===== src/rtl/herring_bus_ctrl_pkg.sv =====
// Shared types and constants for the herring bus controller: FSM states,
// address-slice width and the standard ACIA/VIA decode map.
package herring_bus_pkg;

  localparam int ADDR_W = 6;

  localparam logic [ADDR_W-1:0] ACIA_BASE = 6'b100000;
  localparam logic [ADDR_W-1:0] VIA_BASE  = 6'b100001;
  localparam logic [ADDR_W-1:0] STD_MASK  = 6'h3F;

  typedef enum logic [1:0] {
    IDLE = 2'd0,
    WAIT = 2'd1,
    DONE = 2'd2
  } state_t;

  // Masked compare of one window; bits with mask=0 are don't-care.
  function automatic logic cs_match(input logic [ADDR_W-1:0] addr,
                                    input logic [ADDR_W-1:0] base,
                                    input logic [ADDR_W-1:0] mask);
    return (addr & mask) == (base & mask);
  endfunction

endpackage


===== src/rtl/herring_bus_ctrl_if.sv =====
// CPU-side bus bundle: address/RWB/PHI2O from the CPU, PHI2/RDY/selects back.
interface herring_bus_ctrl_if #(
  parameter int NUM_CS = 8
);
  import herring_bus_pkg::*;

  logic              cpu_clk_out;
  logic              cpu_clk_in;
  logic [ADDR_W-1:0] address;
  logic              rw;
  logic [NUM_CS-1:0] decoder;
  logic              ram_we_n;
  logic              rdy;

  modport master (
    output cpu_clk_out, address, rw,
    input  cpu_clk_in, decoder, ram_we_n, rdy
  );

  modport slave (
    input  cpu_clk_out, address, rw,
    output cpu_clk_in, decoder, ram_we_n, rdy
  );

endinterface


===== src/rtl/herring_bus_ctrl_clk_div.sv =====
// Divides the source oscillator into the CPU clock and flags the last
// source clock of each CPU cycle.
module herring_clk_div #(
  parameter int DIVISOR = 25
) (
  input  logic clk_src,
  input  logic reset,
  output logic o_cpu_clk,
  output logic o_eoc
);

  localparam int CNT_W = $clog2(DIVISOR);
  localparam logic [CNT_W-1:0] LAST = CNT_W'(DIVISOR - 1);
  localparam logic [CNT_W-1:0] HALF = CNT_W'(DIVISOR / 2);

  logic [CNT_W-1:0] r_counter;
  logic             r_cpu_clk;

  // High phase uses the floor of DIVISOR/2, so odd divisors run short-high.
  always_ff @(posedge clk_src or posedge reset) begin
    if (reset) begin
      r_counter <= '0;
      r_cpu_clk <= 1'b0;
    end else begin
      r_counter <= (r_counter == LAST) ? '0 : r_counter + 1'b1;
      r_cpu_clk <= (r_counter < HALF);
    end
  end

  assign o_cpu_clk = r_cpu_clk;
  assign o_eoc     = (r_counter == LAST);

endmodule


===== src/rtl/herring_bus_ctrl.sv =====
// 65C02 glue: clock divider, prioritised chip-select decode, RAM write
// strobe, and RDY wait-state insertion for windows marked slow.
module herring_bus_ctrl
  import herring_bus_pkg::*;
#(
  parameter int                       DIVISOR     = 25,
  parameter int                       NUM_CS      = 8,
  parameter logic [ADDR_W*NUM_CS-1:0] CS_BASE     = {NUM_CS{6'h00}},
  parameter logic [ADDR_W*NUM_CS-1:0] CS_MASK     = {NUM_CS{6'h3F}},
  parameter logic [NUM_CS-1:0]        CS_EN       = '0,
  parameter logic [NUM_CS-1:0]        SLOW_MASK   = '0,
  parameter int                       WAIT_CYCLES = 0
) (
  input  logic               clk_src,
  input  logic               reset,
  herring_bus_ctrl_if.slave  bus
);

  localparam bit         STRETCH_EN = (WAIT_CYCLES != 0);
  localparam logic [3:0] WAIT_LOAD  = STRETCH_EN ? 4'(WAIT_CYCLES - 1) : 4'd0;

  logic              w_cpu_clk;
  logic              w_eoc;
  logic [NUM_CS-1:0] w_hit;
  logic [NUM_CS-1:0] w_win;
  logic              w_found;
  logic              w_slow_hit;

  state_t            r_state;
  state_t            w_state_nxt;
  logic              r_rdy;
  logic              w_rdy_nxt;
  logic [3:0]        r_wcnt;
  logic [3:0]        w_wcnt_nxt;

  herring_clk_div #(
    .DIVISOR (DIVISOR)
  ) u_div (
    .clk_src   (clk_src),
    .reset     (reset),
    .o_cpu_clk (w_cpu_clk),
    .o_eoc     (w_eoc)
  );

  // Lowest-index enabled hit wins, giving at most one active select.
  always_comb begin
    w_hit   = '0;
    w_win   = '0;
    w_found = 1'b0;
    for (int i = 0; i < NUM_CS; i++) begin
      w_hit[i] = CS_EN[i] &
                 cs_match(bus.address, CS_BASE[ADDR_W*i +: ADDR_W],
                          CS_MASK[ADDR_W*i +: ADDR_W]);
      if (w_hit[i] && !w_found) begin
        w_win[i] = 1'b1;
        w_found  = 1'b1;
      end
    end
  end

  assign w_slow_hit   = |(w_win & SLOW_MASK);
  assign bus.decoder  = ~w_win;
  assign bus.ram_we_n = ~(bus.cpu_clk_out & ~bus.rw);
  assign bus.cpu_clk_in = w_cpu_clk;
  assign bus.rdy      = r_rdy;

  always_ff @(posedge clk_src or posedge reset) begin
    if (reset) begin
      r_state <= IDLE;
      r_rdy   <= 1'b1;
      r_wcnt  <= 4'd0;
    end else begin
      r_state <= w_state_nxt;
      r_rdy   <= w_rdy_nxt;
      r_wcnt  <= w_wcnt_nxt;
    end
  end

  // DONE ignores slow_hit: it is the completing cycle of the stretched access.
  always_comb begin
    w_state_nxt = r_state;
    w_rdy_nxt   = r_rdy;
    w_wcnt_nxt  = r_wcnt;
    if (w_eoc) begin
      case (r_state)
        IDLE: begin
          if (w_slow_hit && STRETCH_EN) begin
            w_rdy_nxt   = 1'b0;
            w_wcnt_nxt  = WAIT_LOAD;
            w_state_nxt = WAIT;
          end else begin
            w_rdy_nxt   = 1'b1;
          end
        end
        WAIT: begin
          if (r_wcnt == 4'd0) begin
            w_rdy_nxt   = 1'b1;
            w_state_nxt = DONE;
          end else begin
            w_wcnt_nxt  = r_wcnt - 4'd1;
          end
        end
        DONE: begin
          w_state_nxt = IDLE;
        end
        default: begin
          w_state_nxt = IDLE;
          w_rdy_nxt   = 1'b1;
        end
      endcase
    end
  end

endmodule


===== src/flat_wrapper.sv =====
// flat-port wrapper written by rule: the top's interface ports become plain ports
module herring_bus_ctrl_flat import herring_bus_pkg::*;
#(
  parameter int                       DIVISOR     = 25,
  parameter int                       NUM_CS      = 8,
  parameter logic [ADDR_W*NUM_CS-1:0] CS_BASE     = {NUM_CS{6'h00}},
  parameter logic [ADDR_W*NUM_CS-1:0] CS_MASK     = {NUM_CS{6'h3F}},
  parameter logic [NUM_CS-1:0]        CS_EN       = '0,
  parameter logic [NUM_CS-1:0]        SLOW_MASK   = '0,
  parameter int                       WAIT_CYCLES = 0
)
  (clk_src, reset, bus_cpu_clk_out, bus_address, bus_rw, bus_cpu_clk_in, bus_decoder, bus_ram_we_n, bus_rdy);
  herring_bus_ctrl_if #(.NUM_CS(NUM_CS)) bus_i ();
  input  logic clk_src;
  input  logic reset;
  input wire logic [$bits(bus_i.cpu_clk_out)-1:0] bus_cpu_clk_out;
  input wire logic [$bits(bus_i.address)-1:0] bus_address;
  input wire logic [$bits(bus_i.rw)-1:0] bus_rw;
  output wire logic [$bits(bus_i.cpu_clk_in)-1:0] bus_cpu_clk_in;
  output wire logic [$bits(bus_i.decoder)-1:0] bus_decoder;
  output wire logic [$bits(bus_i.ram_we_n)-1:0] bus_ram_we_n;
  output wire logic [$bits(bus_i.rdy)-1:0] bus_rdy;
  assign bus_i.cpu_clk_out = bus_cpu_clk_out;
  assign bus_i.address = bus_address;
  assign bus_i.rw = bus_rw;
  assign bus_cpu_clk_in = bus_i.cpu_clk_in;
  assign bus_decoder = bus_i.decoder;
  assign bus_ram_we_n = bus_i.ram_we_n;
  assign bus_rdy = bus_i.rdy;
  herring_bus_ctrl #(.DIVISOR(DIVISOR), .NUM_CS(NUM_CS), .CS_BASE(CS_BASE), .CS_MASK(CS_MASK), .CS_EN(CS_EN), .SLOW_MASK(SLOW_MASK), .WAIT_CYCLES(WAIT_CYCLES)) u_core (.clk_src(clk_src), .reset(reset), .bus(bus_i));
endmodule

===== config.mk =====
export PLATFORM = sky130hd
export DESIGN_NAME = herring_bus_ctrl_flat
export DESIGN_NICKNAME = d
export VERILOG_FILES = /design/src/rtl/herring_bus_ctrl_pkg.sv /design/src/rtl/herring_bus_ctrl_if.sv /design/src/rtl/herring_bus_ctrl_clk_div.sv /design/src/rtl/herring_bus_ctrl.sv /design/src/flat_wrapper.sv
export SDC_FILE = /design/constraint.sdc
export NUM_CORES = 1
export LEC_CHECK = 0
export ABC_AREA = 1
export CORE_AREA = 2 2 39 41
export CTS_CLUSTER_DIAMETER = 200
export DETAILED_ROUTE_END_ITERATION = 8
export DIE_AREA = 0 0 41 43
export GPL_ROUTABILITY_DRIVEN = 0
export HOLD_SLACK_MARGIN = 0.1
export PLACE_DENSITY = 0.68
export SLEW_MARGIN = 5
export SYNTH_ARGS = -nofsm -noshare
export SYNTH_HDL_FRONTEND = slang
export SYNTH_HIERARCHICAL = 1
export SYNTH_SLANG_ARGS = --single-unit

===== constraint.sdc =====
create_clock -name clk_src -period 1.9 [get_ports clk_src]
set_input_delay 0.285 -clock clk_src [delete_from_list [all_inputs] [get_ports clk_src]]
set_output_delay 0.285 -clock clk_src [all_outputs]
set_load 0.01 [all_outputs]

==> impl_results.md, run 1 <==
- Routed Antenna Nets: 0
- Crit share post-route: 85.67%
- Leakage Power: 0.2542 nW
- Setup WS post-layout: 0.2723 ns
- Hold_ws: 0.2548 ns
- Outcome: finished, final reports clean
- Slowest cell on the critical path: clkdlybuf4s50_1
- Vias per std cell: 3.647
- Crit end category: output port
- Dpl cell area: 402.9 sq um
- Worst-Skew Late Latency: 0.23 ns
- Arr. time, crit path: 1.34 ns
- Pwr Density: 601.8 nW/um^2
- Stages on the worst setup path: 4
- Pre-Repair DR Iteration Count: 2
- Tot GR Track Use: 8.519%
- Core area: 1384 sq um
- RSZ-0062 raised after global routing: no
- DRC: 0
- CTS H-tree lvls: 1
- Crit-path cells: clkdlybuf4s50_1, inv_1, nand2_1, clkdlybuf4s50_1
- Setup Skew: 0.0006114 ns
- Setup Fix Bufs, Post-CTS: 0
- Worst path top cell family by delay: buffers and inverters
- Routed wire length: 505 um
- Remaining Overflow, GRT: 0
- Die extent in y: 43 um
- Slowest Stage Delay on Critical Path: 0.53 ns
- Clock sinks: 6
- Most frequent cells in the layout: 9 x nand2_1, 9 x conb_1, 8 x inv_1
- Die area: 1763 sq um
- Synthesized instance count: 45
- VDD IR max: 0.2993 mV
- Reg2reg setup slack: 0.82 ns
- Max Cap Viol: 0
- Worst Path Max Fanout: 1
- R2R Path Start: u_core/u_div/r_counter[0]$_DFF_PP0_
- Crit path top cell by count: clkdlybuf4s50_1
- Setup violators final: 0
- FF+latch count, synth: 6
- Initial DRC Count: 3
- Netlist cell types: 11
- Required @ worst endpoint: 1.62 ns
- CTS Buffer Depth: 2
- Initial antenna violation count: 0
- I/O pin count: 21
- Hold_buf cts: 0
- Number of global-route vias before repair: 262
- Layout cells sized above 1: 7.692%
- Avg Inst Size Synth: 8.230 sq um
- Initial Util: 26.76%
- Sequential-to-total area share from yosys stat: 40.54%
- Design Area, Final: 425.4 sq um
- Fin. max-slew vios: 0
- Die W: 41 um
- Largest net degree at the start of global routing: 7
- Final Hold Fails: 0
- Final min period: 1.628 ns
- Number of CTS-inserted buffers: 3
- P&R area growth vs syn: 14.86%
- YS warnings: 6
- Worst reg2reg path depth: 5
- Nature of the critical path startpoint: primary input
- CTS Root Cell: clkbuf_4
- Port buffer count: 5
- CTS tree: built
- F_max: 614.4 MHz
- Setup WS pre-CTS: 0.2532 ns
- # resized after CTS: 0
- RR Endpoint: u_core/u_div/r_counter[4]$_DFF_PP0_
- Nets: 66
- Worst Path Buf+Inv: 3
- Row count: 14
- Total negative slack: 0 ns
- Hold Path Class: in2async
- DR WL/cell: 7.426 um
- Setup Crit Path Kind: in2out
- Hpwl dp: 449.6 um
- ANT cells: 0
- Global-route wire length before repair: 938 um
- Routed via count: 248
- Mapped Area: 370.4 sq um
- CTS clk-pin slew, worst paths: 0.04 ns
==> worst max-delay path by stage <==
| stage | start | endpoint |
|---|---|---|
| final | bus_rw | bus_ram_we_n |
| after global routing | bus_rw | bus_ram_we_n |
| after CTS | bus_rw | bus_ram_we_n |
| after detailed placement | bus_rw | bus_ram_we_n |
| after global placement | bus_rw | bus_ram_we_n |
| after floorplan | u_core/u_div/r_counter[0]$_DFF_PP0_ | u_core/u_div/r_counter[3]$_DFF_PP0_ |
==> registers in the layout, indices dropped and copies added (netlist names) <==
name and flops:
u_core/u_div/r_counter 5, u_core/u_div/o_cpu_clk 1
==> cell type report <==
cell class	instances	area, sq um
sequential	6	150.1
tap	16	20.02
multi-input combinational	30	152.6
clock buffer	3	22.52
inverter	8	30.03
fill	152	958.4
timing repair buffer	5	50.05
==> synthesized netlist by cell type (all sizes together) <==
cell	instances	area share [%]
xnor2	1	2.4
nor2	5	5.1
nand4	1	1.7
nand3	2	2.7
nor3	1	4.4
buf	9	18
conb	1	1.0
nand2	9	9.1
inv	8	8.1
ha	2	6.8
dfrtp	6	41
==> worst reg2reg max path: cells and delay by family, from the launching register on <==
kind	cells	cell delay, ns
flip-flops	1	0.41
AND/OR/NAND/NOR	3	0.35
adder cells (fa/ha/maj)	1	0.15
buffers and inverters	1	0.07
==> power by group <==
part	switching, mW	internal (mW)	total [mW]
logic	0.0123	0.00760	0.0199
registers	0	0.128	0.128
clock network	0.0369	0.0708	0.108
==> cells by family after synthesis <==
family / synth area share (%)
flip-flops: 40.54
buffers and inverters: 26.35
AND/OR/NAND/NOR: 22.98
adder cells (fa/ha/maj): 6.756
other: 1.013
XOR/XNOR: 2.365
==> per-layer routing <==
layer  vias to the layer above  GRT usage [%]  wire (um)
li1                        129              -          -
met3                         0          3.141         45
met1                       109          7.973        160
met5                         -              0          0
met4                         0          10.00          0
met2                        10          12.19        299
==> metrics by stage <==
stage	utilization [%]	cells	total power, mW
finish	30.74	68	0.2560
global route	30.74	68	0.2696
CTS	30.74	68	0.2631
detailed placement	29.11	65	0.1500
global placement	29.11	65	0.1497
floorplan	-	53	0.1551
Power figures use the tool's default switching activity.
==> run 2: changes to the inputs <==
RECOVER_POWER = 25   (was default)
==> run 2 against run 1 <==
Effect of this change: non-clock buffer count did not move; wire length is the same; worst setup slack stayed put; highest routed layer unchanged; core utilization unchanged; critical path depth unchanged; critical path type unchanged; clock power hardly changed; first-iteration DRC count is the same; sequential power about the same.
==> impl_results.md, run 2 (synthesis gave the netlist of run 1 again) <==
- Arr. time, crit path: 1.34 ns (about the same)
- Crit-path cells: clkdlybuf4s50_1, inv_1, nand2_1, clkdlybuf4s50_1 (unchanged)
- Fin. max-slew vios: 0 (unchanged)
- Met1 Usage GRT: 7.973% (unchanged)
- Worst Path Max Fanout: 1 (unchanged)
- Nets: 66 (unchanged)
- CTS tree: built (unchanged)
- Final min period: 1.628 ns (unchanged)
- Setup violators final: 0 (unchanged)
- # fillers: 152 (unchanged)
- Initial antenna violation count: 0 (unchanged)
- Largest net degree at the start of global routing: 7 (unchanged)
- Port buffer count: 5 (unchanged)
- Slowest cell on the critical path: clkdlybuf4s50_1 (unchanged)
- Routed via count: 248 (unchanged)
- Met3 usage: 3.141% (unchanged)
- Leakage Power: 0.2545 nW (was 0.2542 nW)
- Worst reg2reg path depth: 5 (unchanged)
- Number of global-route vias before repair: 262 (unchanged)
- P&R area growth vs syn: 14.86% (unchanged)
- Core area: 1384 sq um (unchanged)
- CTS Root Cell: clkbuf_4 (unchanged)
- Outcome: finished, final reports clean (unchanged)
- Setup Fix Bufs, Post-CTS: 0 (unchanged)
- Required @ worst endpoint: 1.62 ns (about the same)
- Slowest Stage Delay on Critical Path: 0.53 ns (about the same)
- CP Launch Point: bus_rw (unchanged)
- Pwr Density: 600.8 nW/um^2 (was 601.8 nW/um^2)
- I/O pin count: 21 (unchanged)
- Clock sinks: 6 (unchanged)
- RR Endpoint: u_core/u_div/r_counter[4]$_DFF_PP0_ (unchanged)
- Hold_buf cts: 0 (unchanged)
- Met2 Use GR: 12.19% (unchanged)
- Final Hold Fails: 0 (unchanged)
- ANT cells: 0 (unchanged)
- Nature of the critical path startpoint: primary input (unchanged)
- Layout cells sized above 1: 7.692% (unchanged)
- Remaining Overflow, GRT: 0 (unchanged)
- Global-route wire length before repair: 938 um (unchanged)
- Most frequent cells in the layout: 9 x nand2_1, 9 x conb_1, 8 x inv_1 (unchanged)
- DRC: 0 (unchanged)
- RSZ-0062 raised after global routing: no (unchanged)
- Setup Skew: 0.0006114 ns (unchanged)
- Setup Crit Path Kind: in2out (unchanged)
- Initial DRC Count: 3 (unchanged)
- Vias per std cell: 3.647 (unchanged)
- Tot GR Track Use: 8.519% (unchanged)
- CTS Buffer Depth: 2 (unchanged)
- Largest reg by FF count: u_core/u_div/r_counter (unchanged)
- Crit share post-route: 85.67% (unchanged)
- Crit end category: output port (unchanged)
- Routed wire length: 505 um (unchanged)
- Hold Path Class: in2async (unchanged)
- DR WL/cell: 7.426 um (unchanged)
- VDD IR max: 0.2992 mV (was 0.2993 mV)
- Finished Core Util: 30.74% (unchanged)
- Number of CTS-inserted buffers: 3 (unchanged)
- Worst Path Buf+Inv: 3 (unchanged)
- F_max: 614.4 MHz (unchanged)
- Routed Antenna Nets: 0 (unchanged)
- CTS H-tree lvls: 1 (unchanged)
- Initial Util: 26.76% (unchanged)
- Crit path top cell by count: clkdlybuf4s50_1 (unchanged)
- Max Cap Viol: 0 (unchanged)
- Die W: 41 um (unchanged)
- Stages on the worst setup path: 4 (unchanged)
- # resized after CTS: 0 (unchanged)
- R2R Path Start: u_core/u_div/r_counter[0]$_DFF_PP0_ (unchanged)
- Row count: 14 (unchanged)
- Total negative slack: 0 ns (unchanged)
- Worst path top cell family by delay: buffers and inverters (unchanged)
- Die area: 1763 sq um (unchanged)
- Max reg flops: 5 (unchanged)
- CTS clk-pin slew, worst paths: 0.04 ns (about the same)
- CP endpoint: bus_ram_we_n (unchanged)
- Hpwl dp: 449.6 um (unchanged)
- Reg2reg setup slack: 0.82 ns (about the same)
- Worst-Skew Late Latency: 0.23 ns (about the same)
- Die extent in y: 43 um (unchanged)
- Pre-Repair DR Iteration Count: 2 (unchanged)
- GRT Max-Usage Layer: met2 (unchanged)
-- run 2: cell count changes in the layout (fill, tap and decap cells not counted), sizes merged --
cell	before	now
dlygate4sd3	0	1
clkdlybuf4s50	5	4
-- run 2: worst min path at each step --
stage                                           to  slack (ns)  cells past startpoint
2_1_floorplan     u_core/u_div/o_cpu_clk$_DFF_PP0_        0.08                      1
3_5_place_dp      u_core/u_div/o_cpu_clk$_DFF_PP0_        0.48                      1
5_1_grt        u_core/u_div/r_counter[3]$_DFF_PP0_        0.45                      2
6_report       u_core/u_div/r_counter[4]$_DFF_PP0_        0.39                      2
4_1_cts        u_core/u_div/r_counter[4]$_DFF_PP0_        0.25                      2
3_3_place_gp      u_core/u_div/o_cpu_clk$_DFF_PP0_        0.48                      1
-- run 2: routing by layer --
metal,part of all wire [%],up-vias
met5,0,-
met4,0,0
met3,8.9,0
met2,59,10
met1,32,109
li1,-,129
-- run 2: per-stage QoR --
stage / power [mW] / hold WS (ns) / area [sq um] / setup WS, ns / cells
2_1_floorplan: 0.1551 / 0.07596 / 400.4 / 0.9096 / 53
3_3_place_gp: 0.1497 / 0.4786 / 402.9 / 0.2807 / 65
3_5_place_dp: 0.1500 / 0.4834 / 402.9 / 0.2532 / 65
4_1_cts: 0.2631 / 0.2499 / 425.4 / 0.2574 / 68
5_1_grt: 0.2692 / 0.4454 / 425.4 / 0.2096 / 68
6_report: 0.2556 / 0.3926 / 425.4 / 0.2723 / 68
-- run 2: final cells by class --
type / instances / area [sq um] / share of cell area, %
clock buffer: 3 / 22.52 / 5.294
multi-input combinational: 30 / 152.6 / 35.88
inverter: 8 / 30.03 / 7.059
timing repair buffer: 5 / 50.05 / 11.76
tap: 16 / 20.02 / 4.706
sequential: 6 / 150.1 / 35.29
-- run 2: worst register-to-register path, cell delays in order (launching register included) --
cell	delay, ns
dfrtp_1	0.41
inv_1	0.07
ha_1	0.15
nand2_1	0.09
nor3_4	0.18
nor2_1	0.08
-- run 2: report_power, final --
group          switching [mW]  total [mW]  internal (mW)
clock                  0.0369       0.108         0.0708
sequential                  0       0.128          0.128
combinational          0.0123      0.0195        0.00719
==> run 3: changes to the inputs <==
SKIP_CTS_REPAIR_TIMING = 1   (was default)
SYNTH_HIERARCHICAL = default   (was 1)
==> run 3 against run 2 <==
Effect of this change: register-to-register slack gained 0.04 ns; sequential power barely moved; clock power is 9% higher; largest cell class is now flip-flops and latches; clock-buffer cell count unchanged; first-iteration DRC count did not move; clock skew rose by 0.00088 ns; worst hold slack improved by 0.0036 ns; critical path depth stayed put; critical endpoint unchanged; die area unchanged; sequential cell count unchanged; wire length increased by 7.9%.
==> impl_results.md, run 3 <==
- Outcome: finished, final reports clean (unchanged)
- Netlist cell types: 12 (was 11)
- M1 wire length: 191 um (was 160 um)
- F_max: 616.0 MHz (was 614.4 MHz)
- YS warnings: 0 (was 6)
- Pre-Repair DR Iteration Count: 2 (unchanged)
- CTS clk-pin slew, worst paths: 0.04 ns (about the same)
- Synthesized instance count: 48 (was 45)
- Leakage Power: 0.2472 nW (was 0.2545 nW)
- Die W: 41 um (unchanged)
- Port buffer count: 5 (unchanged)
- CTS Root Cell: clkbuf_4 (unchanged)
- CTS H-tree lvls: 1 (unchanged)
- Largest net degree at the start of global routing: 7 (unchanged)
- P&R area growth vs syn: 14.92% (was 14.86%)
- Routed Antenna Nets: 0 (unchanged)
- Top-count cell post-synth: nand2_1
- Core area: 1384 sq um (unchanged)
- Worst-Skew Late Latency: 0.25 ns (was 0.23 ns)
- Most frequent cells in the layout: 10 x nand2_1, 9 x conb_1, 8 x inv_1 (was 9 x nand2_1, 9 x conb_1, 8 x inv_1)
- Design Area, Final: 424.2 sq um (was 425.4 sq um)
- Initial antenna violation count: 0 (unchanged)
- Setup violators final: 0 (unchanged)
- Leading cell type in the layout, fill and taps excluded: nand2_1
- DR WL/cell: 7.676 um (was 7.426 um)
- Die area: 1763 sq um (unchanged)
- Initial Util: 26.67% (was 26.76%)
- DRC: 0 (unchanged)
- Routed via count: 266 (was 248)
- Max Cap Viol: 0 (unchanged)
- VDD IR max: 0.2625 mV (was 0.2992 mV)
- CTS Buffer Depth: 2 (unchanged)
- # fillers: 147 (was 152)
- Avg Inst Size Synth: 7.690 sq um (was 8.230 sq um)
- Met2 wire length: 259 um (was 299 um)
- Worst Path Max Fanout: 1 (unchanged)
- Arr. time, crit path: 1.34 ns (about the same)
- Met3 WL: 74 um (was 45 um)
- Initial DRC Count: 3 (unchanged)
- Post-synth top cells: 10 x nand2_1, 9 x buf_4, 8 x inv_1, 6 x dfrtp_1, 6 x nor2_1 (was 9 x buf_4, 9 x nand2_1, 8 x inv_1, 6 x dfrtp_1, 5 x nor2_1)
- Nets: 69 (was 66)
- Crit share post-route: 85.45% (was 85.67%)
- Die extent in y: 43 um (unchanged)
- I/O pin count: 21 (unchanged)
- Largest reg by FF count: u_core.u_div.r_counter (was u_core/u_div/r_counter)
- Routed wire length: 545 um (was 505 um)
- Top Metal Used: met4 (was met3)
- Required @ worst endpoint: 1.62 ns (about the same)
- Largest cells by area after synthesis: dfrtp_1 41%, buf_4 18%, nand2_1 10% (was dfrtp_1 41%, buf_4 18%, nand2_1 9.1%)
- Total negative slack: 0 ns (unchanged)
- Hpwl dp: 447.8 um (was 449.6 um)
- Dpl cell area: 401.6 sq um (was 402.9 sq um)
- Number of global-route vias before repair: 276 (was 262)
- Row count: 14 (unchanged)
- Remaining Overflow, GRT: 0 (unchanged)
- Area leader, netlist: dfrtp_1 (unchanged)
- Final min period: 1.624 ns (was 1.628 ns)
- RSZ-0062 raised after global routing: no (unchanged)
- CTS tree: built (unchanged)
- Clock sinks: 6 (unchanged)
- Layout cells sized above 1: 9.091% (was 7.692%)
- FF+latch count, synth: 6 (unchanged)
- Setup Crit Path Kind: in2out (unchanged)
- ANT cells: 0 (unchanged)
- EDFF count, synth: 0 (unchanged)
- Nature of the critical path startpoint: primary input (unchanged)
- Sequential-to-total area share from yosys stat: 40.68% (was 40.54%)
- Crit end category: output port (unchanged)
- Max reg flops: 5 (unchanged)
- Asr flop ratio synth: 100.0% (unchanged)
- Top-area cell type share of the netlist area: 40.68% (was 40.54%)
- Fin. max-slew vios: 0 (unchanged)
- Tot GR Track Use: 9.302% (was 8.519%)
- Mapped Area: 369.1 sq um (was 370.4 sq um)
- Pwr Density: 626.2 nW/um^2 (was 600.8 nW/um^2)
- Final Hold Fails: 0 (unchanged)
- Number of CTS-inserted buffers: 3 (unchanged)
- Hold Path Class: in2async (unchanged)
- Setup Skew: 0.001494 ns (was 0.0006114 ns)
- Vias per std cell: 3.746 (was 3.647)
- Global-route wire length before repair: 986 um (was 938 um)
- Main flop type after synthesis: dfrtp_1 (unchanged)
==> run 3: changes by cell type after synthesis <==
| cell | previous run | this run |
|---|---|---|
| clkinv_1 | 0 | 1 |
| inv_2 | 0 | 1 |
| nand2_1 | 9 | 10 |
| nand4_1 | 1 | 0 |
| nor2_1 | 5 | 6 |
| nor2_2 | 0 | 1 |
| nor3_4 | 1 | 0 |
==> run 3: logic make-up (layout without fill, tap and decap cells) <==
kind of cell / count (synthesis) / after routing / share of synthesized area [%]
AND/OR/NAND/NOR: 19 / 19 / 20.68
buffers and inverters: 19 / 18 / 28.47
flip-flops: 6 / 6 / 40.68
adder cells (fa/ha/maj): 2 / 2 / 6.779
other: 1 / 9 / 1.016
XOR/XNOR: 1 / 1 / 2.373
==> run 3: area by class of cell <==
class	count	area [sq um]	share of cell area, %
Sequential cell	6	150.1	35.40
Clock buffer	3	22.52	5.310
Multi-Input combinational cell	31	143.9	33.92
Inverter	10	37.54	8.850
Tap cell	16	20.02	4.720
Timing Repair Buffer	5	50.05	11.80
==> run 3: power breakdown <==
group / internal, mW / leakage, nW / switching (mW)
registers: 0.128 / 0.0745 / 0
clock network: 0.0714 / 0.0138 / 0.0461
logic: 0.00720 / 0.159 / 0.0126
total: 0.207 / 0.247 / 0.0587
==> run 3: final timing paths <==
| path | to | depth (start not counted) | slack (ns) | from |
|---|---|---|---|---|
| max | bus_ram_we_n | 4 | 0.28 | bus_rw |
| min | u_core.u_div.o_cpu_clk$_DFF_PP0_ | 2 | 0.40 | reset |
| max reg2reg | u_core.u_div.r_counter[0]$_DFF_PP0_ | 7 | 0.86 | u_core.u_div.r_counter[0]$_DFF_PP0_ |
| min reg2reg | u_core.u_div.o_cpu_clk$_DFF_PP0_ | 1 | 0.47 | u_core.u_div.r_counter[4]$_DFF_PP0_ |
| max in group asynchronous | u_core.u_div.r_counter[0]$_DFF_PP0_ | 2 | 1.31 | reset |
| min in group clk_src | u_core.u_div.o_cpu_clk$_DFF_PP0_ | 1 | 0.47 | u_core.u_div.r_counter[4]$_DFF_PP0_ |
==> run 3: critical path, stage by stage <==
cell	delay [ns]
clkdlybuf4s50_1	0.45
inv_1	0.04
nand2_1	0.04
clkdlybuf4s50_1	0.52
==> run 3: per-layer routing <==
metal | track usage [%] | vias up
met5 | 0 | -
met3 | 7.853 | 4
met4 | 6.000 | 0
met2 | 13.75 | 12
li1 | - | 134
met1 | 7.895 | 116
==> run 3: through the flow <==
stage / std cells / hold slack [ns] / setup WS (ns) / utilization, % / power, mW
floorplan: 56 / 0.07596 / 0.9340 / - / 0.1551
CTS: 71 / 0.2623 / 0.2714 / 30.65 / 0.2712
detailed placement: 68 / 0.4647 / 0.2675 / 29.02 / 0.1503
global placement: 68 / 0.4508 / 0.2798 / 29.02 / 0.1500
global route: 71 / 0.4392 / 0.2195 / 30.65 / 0.2806
finish: 71 / 0.3962 / 0.2765 / 30.65 / 0.2656
